===== config.mk =====
export PLATFORM = sky130hd
export DESIGN_NAME = apb_requester_flat
export DESIGN_NICKNAME = d
export VERILOG_FILES = /design/src/rtl/apb_pkg.sv /design/src/rtl/apb_requester_if.sv /design/src/rtl/apb_wait_timer.sv /design/src/rtl/apb_requester.sv /design/src/flat_wrapper.sv
export SDC_FILE = /design/constraint.sdc
export NUM_CORES = 1
export LEC_CHECK = 0
export BUFFER_PORTS_ARGS = -buffer_cell sky130_fd_sc_hd__buf_2
export CORE_MARGIN = 4
export CORE_UTILIZATION = 39
export DETAILED_ROUTE_END_ITERATION = 7
export PLACE_DENSITY = 0.76
export SYNTH_ARGS = -nofsm -noshare
export SYNTH_HDL_FRONTEND = slang
export SYNTH_SLANG_ARGS = --single-unit
export TNS_END_PERCENT = 20

===== constraint.sdc =====
create_clock -name PCLK -period 2 [get_ports PCLK]
set_clock_uncertainty 0.1 [all_clocks]
set_input_delay 0.2 -clock PCLK [delete_from_list [all_inputs] [get_ports PCLK]]
set_output_delay 0.2 -clock PCLK [all_outputs]
set_load 0.005 [all_outputs]

===== src/rtl/apb_pkg.sv =====
// Shared APB bus widths, FSM state, response bundle and alignment check.
package apb_pkg;

  localparam int ADDR_WIDTH = 16;
  localparam int DATA_WIDTH = 32;
  localparam int TIMEOUT    = 16;

  typedef enum logic [1:0] {
    IDLE,
    SETUP,
    ACCESS
  } state;

  typedef struct packed {
    logic [DATA_WIDTH-1:0] rdata;
    logic                  err;
    logic                  timeout;
  } apb_rsp_t;

  // Transfers are whole data words, so the byte address must be word aligned.
  function automatic logic validAlign(input logic [ADDR_WIDTH-1:0] addr);
    return (addr & ADDR_WIDTH'(DATA_WIDTH/8 - 1)) == '0;
  endfunction

endpackage


===== src/rtl/apb_requester_if.sv =====
// Host request/response channel plus APB4 signals of one requester.
interface apb_requester_if #(
    parameter int ADDR_WIDTH = apb_pkg::ADDR_WIDTH,
    parameter int DATA_WIDTH = apb_pkg::DATA_WIDTH,
    parameter int STRB_WIDTH = DATA_WIDTH/8
);
    logic                  req_valid;
    logic                  req_ready;
    logic                  req_write;
    logic [ADDR_WIDTH-1:0] req_addr;
    logic [DATA_WIDTH-1:0] req_wdata;
    logic [STRB_WIDTH-1:0] req_strb;
    logic                  rsp_valid;
    logic [DATA_WIDTH-1:0] rsp_rdata;
    logic                  rsp_err;
    logic                  rsp_timeout;
    logic                  PSEL;
    logic                  PENABLE;
    logic                  PWRITE;
    logic [ADDR_WIDTH-1:0] PADDR;
    logic [DATA_WIDTH-1:0] PWDATA;
    logic [STRB_WIDTH-1:0] PSTRB;
    logic                  PREADY;
    logic [DATA_WIDTH-1:0] PRDATA;
    logic                  PSLVERR;

    modport master (
        input  req_valid, req_write, req_addr, req_wdata, req_strb,
        output req_ready, rsp_valid, rsp_rdata, rsp_err, rsp_timeout,
        output PSEL, PENABLE, PWRITE, PADDR, PWDATA, PSTRB,
        input  PREADY, PRDATA, PSLVERR
    );

    modport slave (
        output req_valid, req_write, req_addr, req_wdata, req_strb,
        input  req_ready, rsp_valid, rsp_rdata, rsp_err, rsp_timeout,
        input  PSEL, PENABLE, PWRITE, PADDR, PWDATA, PSTRB,
        output PREADY, PRDATA, PSLVERR
    );
endinterface


===== src/rtl/apb_wait_timer.sv =====
// Counts consecutive ACCESS wait states; flags the cycle that exhausts the budget.
module apb_wait_timer #(
    parameter int TIMEOUT = apb_pkg::TIMEOUT
) (
    input  logic clk_i,
    input  logic rst_i,
    input  logic clear_i,
    input  logic en_i,
    output logic expired_o
);
    localparam int CW = (TIMEOUT > 0) ? $clog2(TIMEOUT + 1) : 1;
    localparam logic [CW-1:0] LAST = (TIMEOUT > 0) ? CW'(TIMEOUT - 1) : '0;

    logic [CW-1:0] cnt_q, cnt_d;

    // The TIMEOUT-th wait cycle expires instead of counting, so no wrap.
    assign expired_o = (TIMEOUT != 0) && en_i && (cnt_q == LAST);

    always_comb begin
        cnt_d = cnt_q;
        if (clear_i) begin
            cnt_d = '0;
        end else if (en_i && !expired_o) begin
            cnt_d = cnt_q + 1'b1;
        end
    end

    always_ff @(posedge clk_i) begin
        if (rst_i) begin
            cnt_q <= '0;
        end else begin
            cnt_q <= cnt_d;
        end
    end
endmodule


===== src/rtl/apb_requester.sv =====
// APB4 requester: host command in, SETUP/ACCESS on the bus, one-cycle response out.
module apb_requester #(
    parameter int ADDR_WIDTH = apb_pkg::ADDR_WIDTH,
    parameter int DATA_WIDTH = apb_pkg::DATA_WIDTH,
    parameter int STRB_WIDTH = DATA_WIDTH/8,
    parameter int TIMEOUT    = apb_pkg::TIMEOUT
) (
    input logic           PCLK,
    input logic           PRESET,
    apb_requester_if.master bus
);
    import apb_pkg::*;

    localparam int PAW = apb_pkg::ADDR_WIDTH;
    localparam int PDW = apb_pkg::DATA_WIDTH;

    state                  st_q, st_d;
    logic                  psel_q, psel_d;
    logic                  pen_q, pen_d;
    logic                  pwrite_q, pwrite_d;
    logic [ADDR_WIDTH-1:0] paddr_q, paddr_d;
    logic [DATA_WIDTH-1:0] pwdata_q, pwdata_d;
    logic [STRB_WIDTH-1:0] pstrb_q, pstrb_d;
    logic                  rv_q, rv_d;
    apb_rsp_t              rsp_q, rsp_d;
    logic                  clr, en, expired;

    apb_wait_timer #(.TIMEOUT(TIMEOUT)) u_timer (
        .clk_i    (PCLK),
        .rst_i    (PRESET),
        .clear_i  (clr),
        .en_i     (en),
        .expired_o(expired)
    );

    always_comb begin
        st_d     = st_q;
        psel_d   = 1'b0;
        pen_d    = 1'b0;
        pwrite_d = pwrite_q;
        paddr_d  = paddr_q;
        pwdata_d = pwdata_q;
        pstrb_d  = pstrb_q;
        rv_d     = 1'b0;
        rsp_d    = '0;
        clr      = 1'b0;
        en       = 1'b0;
        unique case (st_q)
            IDLE: begin
                if (bus.req_valid) begin
                    if (validAlign(PAW'(bus.req_addr))) begin
                        st_d     = SETUP;
                        psel_d   = 1'b1;
                        clr      = 1'b1;
                        pwrite_d = bus.req_write;
                        paddr_d  = bus.req_addr;
                        pwdata_d = bus.req_wdata;
                        pstrb_d  = bus.req_write ? bus.req_strb : '0;
                    end else begin
                        rv_d      = 1'b1;
                        rsp_d.err = 1'b1;
                    end
                end
            end
            SETUP: begin
                st_d   = ACCESS;
                psel_d = 1'b1;
                pen_d  = 1'b1;
            end
            ACCESS: begin
                en = !bus.PREADY;
                // A completion in the last allowed cycle beats the timeout.
                if (bus.PREADY) begin
                    st_d      = IDLE;
                    rv_d      = 1'b1;
                    rsp_d.err = bus.PSLVERR;
                    if (!pwrite_q && !bus.PSLVERR) begin
                        rsp_d.rdata = PDW'(bus.PRDATA);
                    end
                end else if (expired) begin
                    st_d          = IDLE;
                    rv_d          = 1'b1;
                    rsp_d.err     = 1'b1;
                    rsp_d.timeout = 1'b1;
                end else begin
                    psel_d = 1'b1;
                    pen_d  = 1'b1;
                end
            end
            default: st_d = IDLE;
        endcase
    end

    always_ff @(posedge PCLK) begin
        if (PRESET) begin
            st_q     <= IDLE;
            psel_q   <= 1'b0;
            pen_q    <= 1'b0;
            pwrite_q <= 1'b0;
            paddr_q  <= '0;
            pwdata_q <= '0;
            pstrb_q  <= '0;
            rv_q     <= 1'b0;
            rsp_q    <= '0;
        end else begin
            st_q     <= st_d;
            psel_q   <= psel_d;
            pen_q    <= pen_d;
            pwrite_q <= pwrite_d;
            paddr_q  <= paddr_d;
            pwdata_q <= pwdata_d;
            pstrb_q  <= pstrb_d;
            rv_q     <= rv_d;
            rsp_q    <= rsp_d;
        end
    end

    assign bus.req_ready   = (st_q == IDLE);
    assign bus.PSEL        = psel_q;
    assign bus.PENABLE     = pen_q;
    assign bus.PWRITE      = pwrite_q;
    assign bus.PADDR       = paddr_q;
    assign bus.PWDATA      = pwdata_q;
    assign bus.PSTRB       = pstrb_q;
    assign bus.rsp_valid   = rv_q;
    assign bus.rsp_rdata   = DATA_WIDTH'(rsp_q.rdata);
    assign bus.rsp_err     = rsp_q.err;
    assign bus.rsp_timeout = rsp_q.timeout;
endmodule


===== src/flat_wrapper.sv =====
// flat-port wrapper written by rule: the top's interface ports become plain ports
module apb_requester_flat import apb_pkg::*;
#(
    parameter int ADDR_WIDTH = apb_pkg::ADDR_WIDTH,
    parameter int DATA_WIDTH = apb_pkg::DATA_WIDTH,
    parameter int STRB_WIDTH = DATA_WIDTH/8,
    parameter int TIMEOUT    = apb_pkg::TIMEOUT
)
  (PCLK, PRESET, bus_req_valid, bus_req_write, bus_req_addr, bus_req_wdata, bus_req_strb, bus_req_ready, bus_rsp_valid, bus_rsp_rdata, bus_rsp_err, bus_rsp_timeout, bus_PSEL, bus_PENABLE, bus_PWRITE, bus_PADDR, bus_PWDATA, bus_PSTRB, bus_PREADY, bus_PRDATA, bus_PSLVERR);
  apb_requester_if #(.ADDR_WIDTH(ADDR_WIDTH), .DATA_WIDTH(DATA_WIDTH), .STRB_WIDTH(STRB_WIDTH)) bus_i ();
  input logic PCLK;
  input logic PRESET;
  input wire logic [$bits(bus_i.req_valid)-1:0] bus_req_valid;
  input wire logic [$bits(bus_i.req_write)-1:0] bus_req_write;
  input wire logic [$bits(bus_i.req_addr)-1:0] bus_req_addr;
  input wire logic [$bits(bus_i.req_wdata)-1:0] bus_req_wdata;
  input wire logic [$bits(bus_i.req_strb)-1:0] bus_req_strb;
  output wire logic [$bits(bus_i.req_ready)-1:0] bus_req_ready;
  output wire logic [$bits(bus_i.rsp_valid)-1:0] bus_rsp_valid;
  output wire logic [$bits(bus_i.rsp_rdata)-1:0] bus_rsp_rdata;
  output wire logic [$bits(bus_i.rsp_err)-1:0] bus_rsp_err;
  output wire logic [$bits(bus_i.rsp_timeout)-1:0] bus_rsp_timeout;
  output wire logic [$bits(bus_i.PSEL)-1:0] bus_PSEL;
  output wire logic [$bits(bus_i.PENABLE)-1:0] bus_PENABLE;
  output wire logic [$bits(bus_i.PWRITE)-1:0] bus_PWRITE;
  output wire logic [$bits(bus_i.PADDR)-1:0] bus_PADDR;
  output wire logic [$bits(bus_i.PWDATA)-1:0] bus_PWDATA;
  output wire logic [$bits(bus_i.PSTRB)-1:0] bus_PSTRB;
  input wire logic [$bits(bus_i.PREADY)-1:0] bus_PREADY;
  input wire logic [$bits(bus_i.PRDATA)-1:0] bus_PRDATA;
  input wire logic [$bits(bus_i.PSLVERR)-1:0] bus_PSLVERR;
  assign bus_i.req_valid = bus_req_valid;
  assign bus_i.req_write = bus_req_write;
  assign bus_i.req_addr = bus_req_addr;
  assign bus_i.req_wdata = bus_req_wdata;
  assign bus_i.req_strb = bus_req_strb;
  assign bus_req_ready = bus_i.req_ready;
  assign bus_rsp_valid = bus_i.rsp_valid;
  assign bus_rsp_rdata = bus_i.rsp_rdata;
  assign bus_rsp_err = bus_i.rsp_err;
  assign bus_rsp_timeout = bus_i.rsp_timeout;
  assign bus_PSEL = bus_i.PSEL;
  assign bus_PENABLE = bus_i.PENABLE;
  assign bus_PWRITE = bus_i.PWRITE;
  assign bus_PADDR = bus_i.PADDR;
  assign bus_PWDATA = bus_i.PWDATA;
  assign bus_PSTRB = bus_i.PSTRB;
  assign bus_i.PREADY = bus_PREADY;
  assign bus_i.PRDATA = bus_PRDATA;
  assign bus_i.PSLVERR = bus_PSLVERR;
  apb_requester #(.ADDR_WIDTH(ADDR_WIDTH), .DATA_WIDTH(DATA_WIDTH), .STRB_WIDTH(STRB_WIDTH), .TIMEOUT(TIMEOUT)) u_core (.PCLK(PCLK), .PRESET(PRESET), .bus(bus_i));
endmodule

==> results of run 1 <==
[cells by family after synthesis]
| kind of cell | count (synthesis) |
|---|---|
| and+or+nand+nor | 159 |
| muxes | 3 |
| DFF | 97 |
| adders and majority gates | 6 |
| xor gates and xnor gates | 2 |
| AOI/OAI and AO/OA | 61 |
| buffers and inverters | 27 |
[power by group through the flow]
stage / Combinational, uW / Clock (uW) / Sequential, uW
floorplan: 103 / 0 / 2040
CTS: 383 / 1160 / 1990
finish: 393 / 1110 / 1990
global route: 431 / 1230 / 2000
global placement: 258 / 0 / 2030
detailed placement: 265 / 0 / 2030
[routing by layer]
metal | GRT usage | share of wire
met1 | 0.234 | 0.41
met2 | 0.355 | 0.48
met3 | 0.0610 | 0.093
met4 | 0.0693 | 0.017
met5 | 0 | 0
[worst min-delay path: stages]
cell	delay, ns
buf_2	0.10
nand2_1	0.05
a21oi_1	0.05
[timing repair]
action | CTS | global route
hold endpoints to repair | 78 | 0
hold buffers | 78 | 0
gates resized for setup | 0 | 5
setup buffers | 0 | 2
endpoints found under the setup margin | 0 | 10
[placed cells by master (no fill, tap or decap), drive strengths merged, types with 2 or more instances in the layout]
master and count:
a211oi 2, clkbuf 11, inv 6, a21oi 55, nor3b 2, or3 2, ha 6, dfxtp 97
o21ai 2, or3b 2, and2 32, nor4bb 2, xnor2 2, nand2b 3, nand2 99, mux2i 2
dlygate4sd3 78, buf 190, nor2 8, clkinvlp 3, nand3 5
[worst max-delay path by stage]
stage                                                    start  depth (start not counted)                                    to
after floorplan           u_core.u_timer.cnt_q[0]$_SDFFE_PP0P_                          6  u_core.u_timer.cnt_q[3]$_SDFFE_PP0P_
after global placement    u_core.u_timer.cnt_q[0]$_SDFFE_PP0P_                          6  u_core.u_timer.cnt_q[3]$_SDFFE_PP0P_
after detailed placement  u_core.u_timer.cnt_q[0]$_SDFFE_PP0P_                          6  u_core.u_timer.cnt_q[3]$_SDFFE_PP0P_
after CTS                 u_core.u_timer.cnt_q[0]$_SDFFE_PP0P_                          6  u_core.u_timer.cnt_q[3]$_SDFFE_PP0P_
after global routing      u_core.u_timer.cnt_q[0]$_SDFFE_PP0P_                          9  u_core.u_timer.cnt_q[1]$_SDFFE_PP0P_
final                     u_core.u_timer.cnt_q[0]$_SDFFE_PP0P_                          9  u_core.u_timer.cnt_q[1]$_SDFFE_PP0P_
[state kept, by name (all words and copies together) (netlist names)]
name and flops:
u_core.bus.PADDR 16, u_core.bus.PWDATA 32, u_core.bus.PENABLE 1, u_core.u_timer.cnt_q 5, u_core.bus.rsp_valid 1, u_core.bus.PSTRB 4
u_core.bus.rsp_err 1, u_core.bus.rsp_rdata 32, u_core.bus.PSEL 1, u_core.bus.PWRITE 1, u_core.st_q 2, u_core.bus.rsp_timeout 1
[per-stage QoR]
step / total power (uW) / setup TNS (ns)
6_report: 3500 / 0
5_1_grt: 3660 / -0.00547
4_1_cts: 3530 / 0
3_5_place_dp: 2300 / 0
3_3_place_gp: 2290 / 0
2_1_floorplan: 2140 / 0
[cell type report]
type / instances / area [sq um] / area share
repair buffers: 268 / 1760 / 0.336
clock buffers: 11 / 131 / 0.0251
well taps: 105 / 131 / 0.0251
multi-input cells: 231 / 1210 / 0.231
clock inverters: 5 / 40.0 / 0.00766
flip-flops and latches: 97 / 1940 / 0.372
inverters: 5 / 18.8 / 0.00359
==> metrics.txt, run 1 <==
Fmax about 520 MHz; FF-to-FF path depth 9; DP HPWL about 6300 microns; DRT antenna net count 0; num rows 33; CP max stage delay roughly 0.34 ns; worst r2r src u_core.u_timer.cnt_q[0]$_SDFFE_PP0P_; fin crit period between 1.5 and 2 ns; first-pass GRT wire length approximately 16000 microns; CTS Buffer Depth 2; Residual DRC 0; largest family of logic cells by synthesized area simple AND/OR/NAND/NOR gates; switching power between 800 and 900 uW; P_int 2660 uW; 1st-pass router iterations 4; number of distinct library cells after synthesis 29; Inserted Diodes 0; initial antenna violation count 0; share of the synthesized area in the top cell type 0.598; post-route cell area approximately 0.0052 sq mm; synthesized flop and latch total 97; worst hold endpoint u_core.bus.PWDATA[12]$_SDFFE_PP0P_; crit path kind flip-flop to flip-flop; delay-heaviest family, CP buffers and inverters; unrepaired setup endpoints after global routing true; max-cap violations 0; initial core utilization 0.397; crit-path cells ha_1 > and3_1 > ha_2 > buf_4 > nor3b_2 > buf_4 > buf_4 > mux2i_1 > nor2_1; Clock transition at path regs about 0.1 ns; Die Wd 99.3 microns; Total Wirelength around 10000 microns; Crit path arrival time about 2.0 ns; count leader, synth nand2_1; initial DRC count between 70 and 80; post-synthesis sequential area ratio 0.598; filler instances roughly 630; post-synthesis adder-cell area fraction 0.0231; CTS tree yes; Yosys warning total 0; VDD IR max around 0.34 mV; pre-CTS setup slack 0.0717 ns; Worst-Margin Slew approximately 0.42 ns; share of cells above drive strength 1 0.347; Pins Over Slew Limit 0; nets slightly above 700; GRT Total Usage 0.203; core footprint 0.00818 sq mm; post-synthesis async set-or-reset flop share 0; sequential share of power 0.569; Area after DPL around 0.0043 sq mm; Final setup viols 0; syn nets about 450; IO Port Bufs 180; switching share of total power 0.239; routability cong. approximately 0.78; Final Non-Filler Cells approximately 720; clock share of power 0.319; Synth Area in Compound Gates 0.0970; worst reg-to-reg setup slack 0.09 ns; final hold viol count 0; hold path start bus_req_wdata[12]; clock latency on the worst-skew pair 0.34 ns; final core utilization 0.640; Synth top cells by count nand2_1 (99), dfxtp_1 (97), a21oi_1 (55); status finished, final reports clean; largest net degree at the start of global routing 36; Comb power frac 0.112; xor and xnor area share after synthesis 0.00539; crit path max fanout 5; P&R area growth vs syn 61.0%; simple logic cell fraction of the synthesized area 0.233; CP Launch Type flip-flop; GRT overflow 0; die area around 0.0099 sq mm; die height ~99 microns; H-tree depth 3; final worst setup slack 0.0911 ns; vias per cell about 4.6; Post-Synthesis Cells between 300 and 400; Pwr Density ~670 mW/mm^2; final hold slack approximately 0.013 ns; crit share post-route 0.954; CP most frequent cell buf_4; R2R Path End u_core.u_timer.cnt_q[1]$_SDFFE_PP0P_; placed cells about 630; mux cell area share after synthesis 0.00963; Synth area leaders dfxtp_1 (60%), nand2_1 (11%), a21oi_1 (8.5%); Hold Path Class input pin to flip-flop; Leakage about 0.0024 uW; num ports 181; Num CTS Buffers 9; vias roughly 3300; ys flop type dfxtp_1; vias in the first global route 3370; CP required ~2.1 ns; Synth area leader dfxtp_1; Crit-path slowest cell dfxtp_2; endpoint class of the critical path flip-flop; clock sinks 97; Worst Hold Depth 3; drt wl/cell between 10 and 15 microns; Post-synth EDFFs 0; crit path buf inv count 3; Slew HR 0.718; synthesized area between 0.003 and 0.004 sq mm; clock root buffer clkbuf_8; Avg Cell Area, Syn slightly above 9 sq um
Note: power is estimated with default switching activity, not from simulation.
==> inputs of run 2 (changes only) <==
--- a/config.mk
+++ b/config.mk
@@ -6,10 +6,12 @@
 export NUM_CORES = 1
 export LEC_CHECK = 0
 export BUFFER_PORTS_ARGS = -buffer_cell sky130_fd_sc_hd__buf_2
-export CORE_MARGIN = 4
-export CORE_UTILIZATION = 39
+export CORE_MARGIN = 2
+export CORE_UTILIZATION = 40
+export CTS_BUF_LIST = sky130_fd_sc_hd__clkbuf_4
 export DETAILED_ROUTE_END_ITERATION = 7
-export PLACE_DENSITY = 0.76
+export GPL_TIMING_DRIVEN = 0
+export PLACE_DENSITY = 0.77
 export SYNTH_ARGS = -nofsm -noshare
 export SYNTH_HDL_FRONTEND = slang
 export SYNTH_SLANG_ARGS = --single-unit
==> run 2 against run 1 <==
Critical path depth is 3 lower. Core utilization is 3.8 points higher. Sequential share of layout area is 0.46 points lower. Setup slack worse by 0.072 ns.
==> metrics.txt, run 2 (same netlist as run 1, synthesis figures left out) <==
status finished, final reports clean; first-pass GRT wire length 16800 microns (+3.5%); GRT Total Usage 0.244 (+0.0415); Clock transition at path regs 0.15 ns (+0.05 ns); VDD IR max 0.404 mV (+18%); Pwr Density 658 mW/mm^2 (-1.6%); M3 GR Usage 0.0843 (+0.0233); GRT overflow 0 (unchanged); num ports 181 (unchanged); initial antenna violation count 0 (unchanged); setup TNS 0 ns (unchanged); endpoint class of the critical path flip-flop; DRT antenna net count 0 (unchanged); die height 94.1 microns (-5.2%); largest net degree at the start of global routing 18 (-50%); 1st-pass router iterations 4 (unchanged); Final Non-Filler Cells 737 (+2.1%); most used routing layer met2; GR Util met1 0.256 (+0.0216); routability cong. 0.686 (-13%); CP required 2.27 ns (+0.14 ns); Crit-path slowest cell or3b_1; switching power 875 uW (+4.5%); Pins Over Slew Limit 0 (unchanged); crit path buf inv count 0 (-3); Inserted Diodes 0 (unchanged); switching share of total power 0.251 (+0.0119); Worst-Margin Slew 0.489 ns (+0.0671 ns); initial core utilization 0.416 (+0.0187); max-cap violations 0 (unchanged); clock sinks 97 (unchanged); leading cell type in the layout, fill and taps excluded buf_2; share of cells above drive strength 1 0.334 (-0.0130); core footprint 0.00781 sq mm (-4.5%); P_int 2610 uW (-2.0%); Multi-input gate area 0.00121 sq mm (+0.52%); clock latency on the worst-skew pair 0.43 ns (+0.09 ns); Residual DRC 0 (unchanged); Crit path arrival time 2.25 ns (+0.21 ns); Fmax 505 MHz (-3.6%); unrepaired setup endpoints after global routing true; initial DRC count 103 (+41%); clock share of power 0.310 (-0.009); CP Launch Type flip-flop; H-tree depth 3 (unchanged); filler instances 603 (-4.0%); vias per cell 4.68 (+0.95%); met2 usage 0.454 (+0.0988); nets 726 (+2.5%); setup repair bufs after CTS 0 (unchanged); P&R area growth vs syn 62.9%; CTS tree yes; die area 0.00886 sq mm (-10%); Hold Path Class input pin to flip-flop; vias 3447 (+3.0%); Slew HR 0.674 (-0.0447); FF+latch area 0.00194 sq mm (about the same); num rows 32 (-3.0%); crit path kind flip-flop to flip-flop; final core utilization 0.678 (+0.0382); crit-path cells ha_1 > and3_1 > ha_4 > or3b_1 > or3_1 > a21oi_1; CTS Buffer Depth 2 (unchanged); Final setup viols 0 (unchanged); DP HPWL 6520 microns (+3.0%); IO Port Bufs 179 (-0.56%); most frequent cells in the layout buf_2 (188), nand2_1 (99), dfxtp_1 (96); Leakage 0.00247 uW (+1.4%); fin crit period 1.98 ns (+0.0718 ns); CP max stage delay 0.38 ns (+0.04 ns); drt wl/cell 14.7 microns (+3.2%); Die Wd 94.1 microns (-5.2%); crit share post-route 0.990 (+0.0359); clock root buffer clkbuf_4; Comb power frac 0.118 (+0.006); placed cells 636 (+1.6%); sequential share of power 0.573 (+0.004); crit path max fanout 6 (+1); Total Wirelength 10800 microns (+5.4%); final hold viol count 0 (unchanged); Num CTS Buffers 9 (unchanged); vias in the first global route 3526 (+4.6%); delay-heaviest family, CP simple AND/OR/NAND/NOR gates
## run 2: cell count changes in the layout (fill, tap and decap cells not counted), moves of 2 or more
| cell | before | now |
|---|---|---|
| buf_1 | 0 | 3 |
| buf_2 | 180 | 188 |
| buf_4 | 10 | 0 |
| clkbuf_1 | 2 | 8 |
| clkbuf_2 | 0 | 2 |
| clkbuf_4 | 0 | 9 |
| clkbuf_8 | 9 | 0 |
| dlygate4sd3_1 | 78 | 85 |
## run 2: metal layers
layer / wire length [microns] / part of all wire
met5: 0 / 0
met4: 161 / 0.015
met3: 956 / 0.088
met2: 5430 / 0.50
met1: 4270 / 0.39
## run 2: worst register-to-register path: stages, from the launching register on
cell,delay [ns]
dfxtp_2,0.37
ha_1,0.20
and3_1,0.21
ha_4,0.19
or3b_1,0.38
or3_1,0.35
a21oi_1,0.13
## run 2: power by group through the flow
stage / combinational (uW) / clock [uW] / sequential [uW]
6_report: 411 / 1080 / 1990
5_1_grt: 449 / 1180 / 2000
4_1_cts: 396 / 1110 / 1990
3_5_place_dp: 266 / 0 / 2030
3_3_place_gp: 261 / 0 / 2030
2_1_floorplan: 103 / 0 / 2040
## run 2: layout make-up
class,count,share of cell area
Clock inverter,7,0.0149
Clock buffer,9,0.0128
Sequential cell,97,0.367
Timing Repair Buffer,264,0.330
Tap cell,102,0.0241
Inverter,5,0.00355
Buffer,22,0.0182
Multi-Input combinational cell,231,0.229
## run 2: final timing paths
kind / from / endpoint / slack [ns] / cells after the start
worst min-delay path: PRESET / u_core.bus.rsp_timeout$_SDFF_PP0_ / 0.05 / 2
worst min register to register: u_core.bus.PADDR[1]$_SDFFE_PP0P_ / u_core.bus.PADDR[1]$_SDFFE_PP0P_ / 0.33 / 2
worst max-delay path: u_core.u_timer.cnt_q[0]$_SDFFE_PP0P_ / u_core.u_timer.cnt_q[3]$_SDFFE_PP0P_ / 0.02 / 6
worst max register to register: u_core.u_timer.cnt_q[0]$_SDFFE_PP0P_ / u_core.u_timer.cnt_q[3]$_SDFFE_PP0P_ / 0.02 / 6
## run 2: what timing repair did
action | 4_1_cts | 5_1_grt
endpoints found under the hold margin | 85 | 0
hold buffers | 85 | 0
gates resized for setup | 2 | 7
setup endpoints to repair | 3 | 37
gates cloned | 0 | 0
## run 2: stage by stage
step                      setup slack, ns  total power, uW  instance area, sq um  hold WS [ns]
after global routing              -0.0870             3630                  5290        0.0528
after CTS                          0.0219             3500                  5270        0.0252
after detailed placement        -0.000786             2300                  4270         0.306
after floorplan                    0.0926             2140                  3250         0.176
after global placement             0.0348             2290                  4270         0.301
final                              0.0193             3480                  5290        0.0466
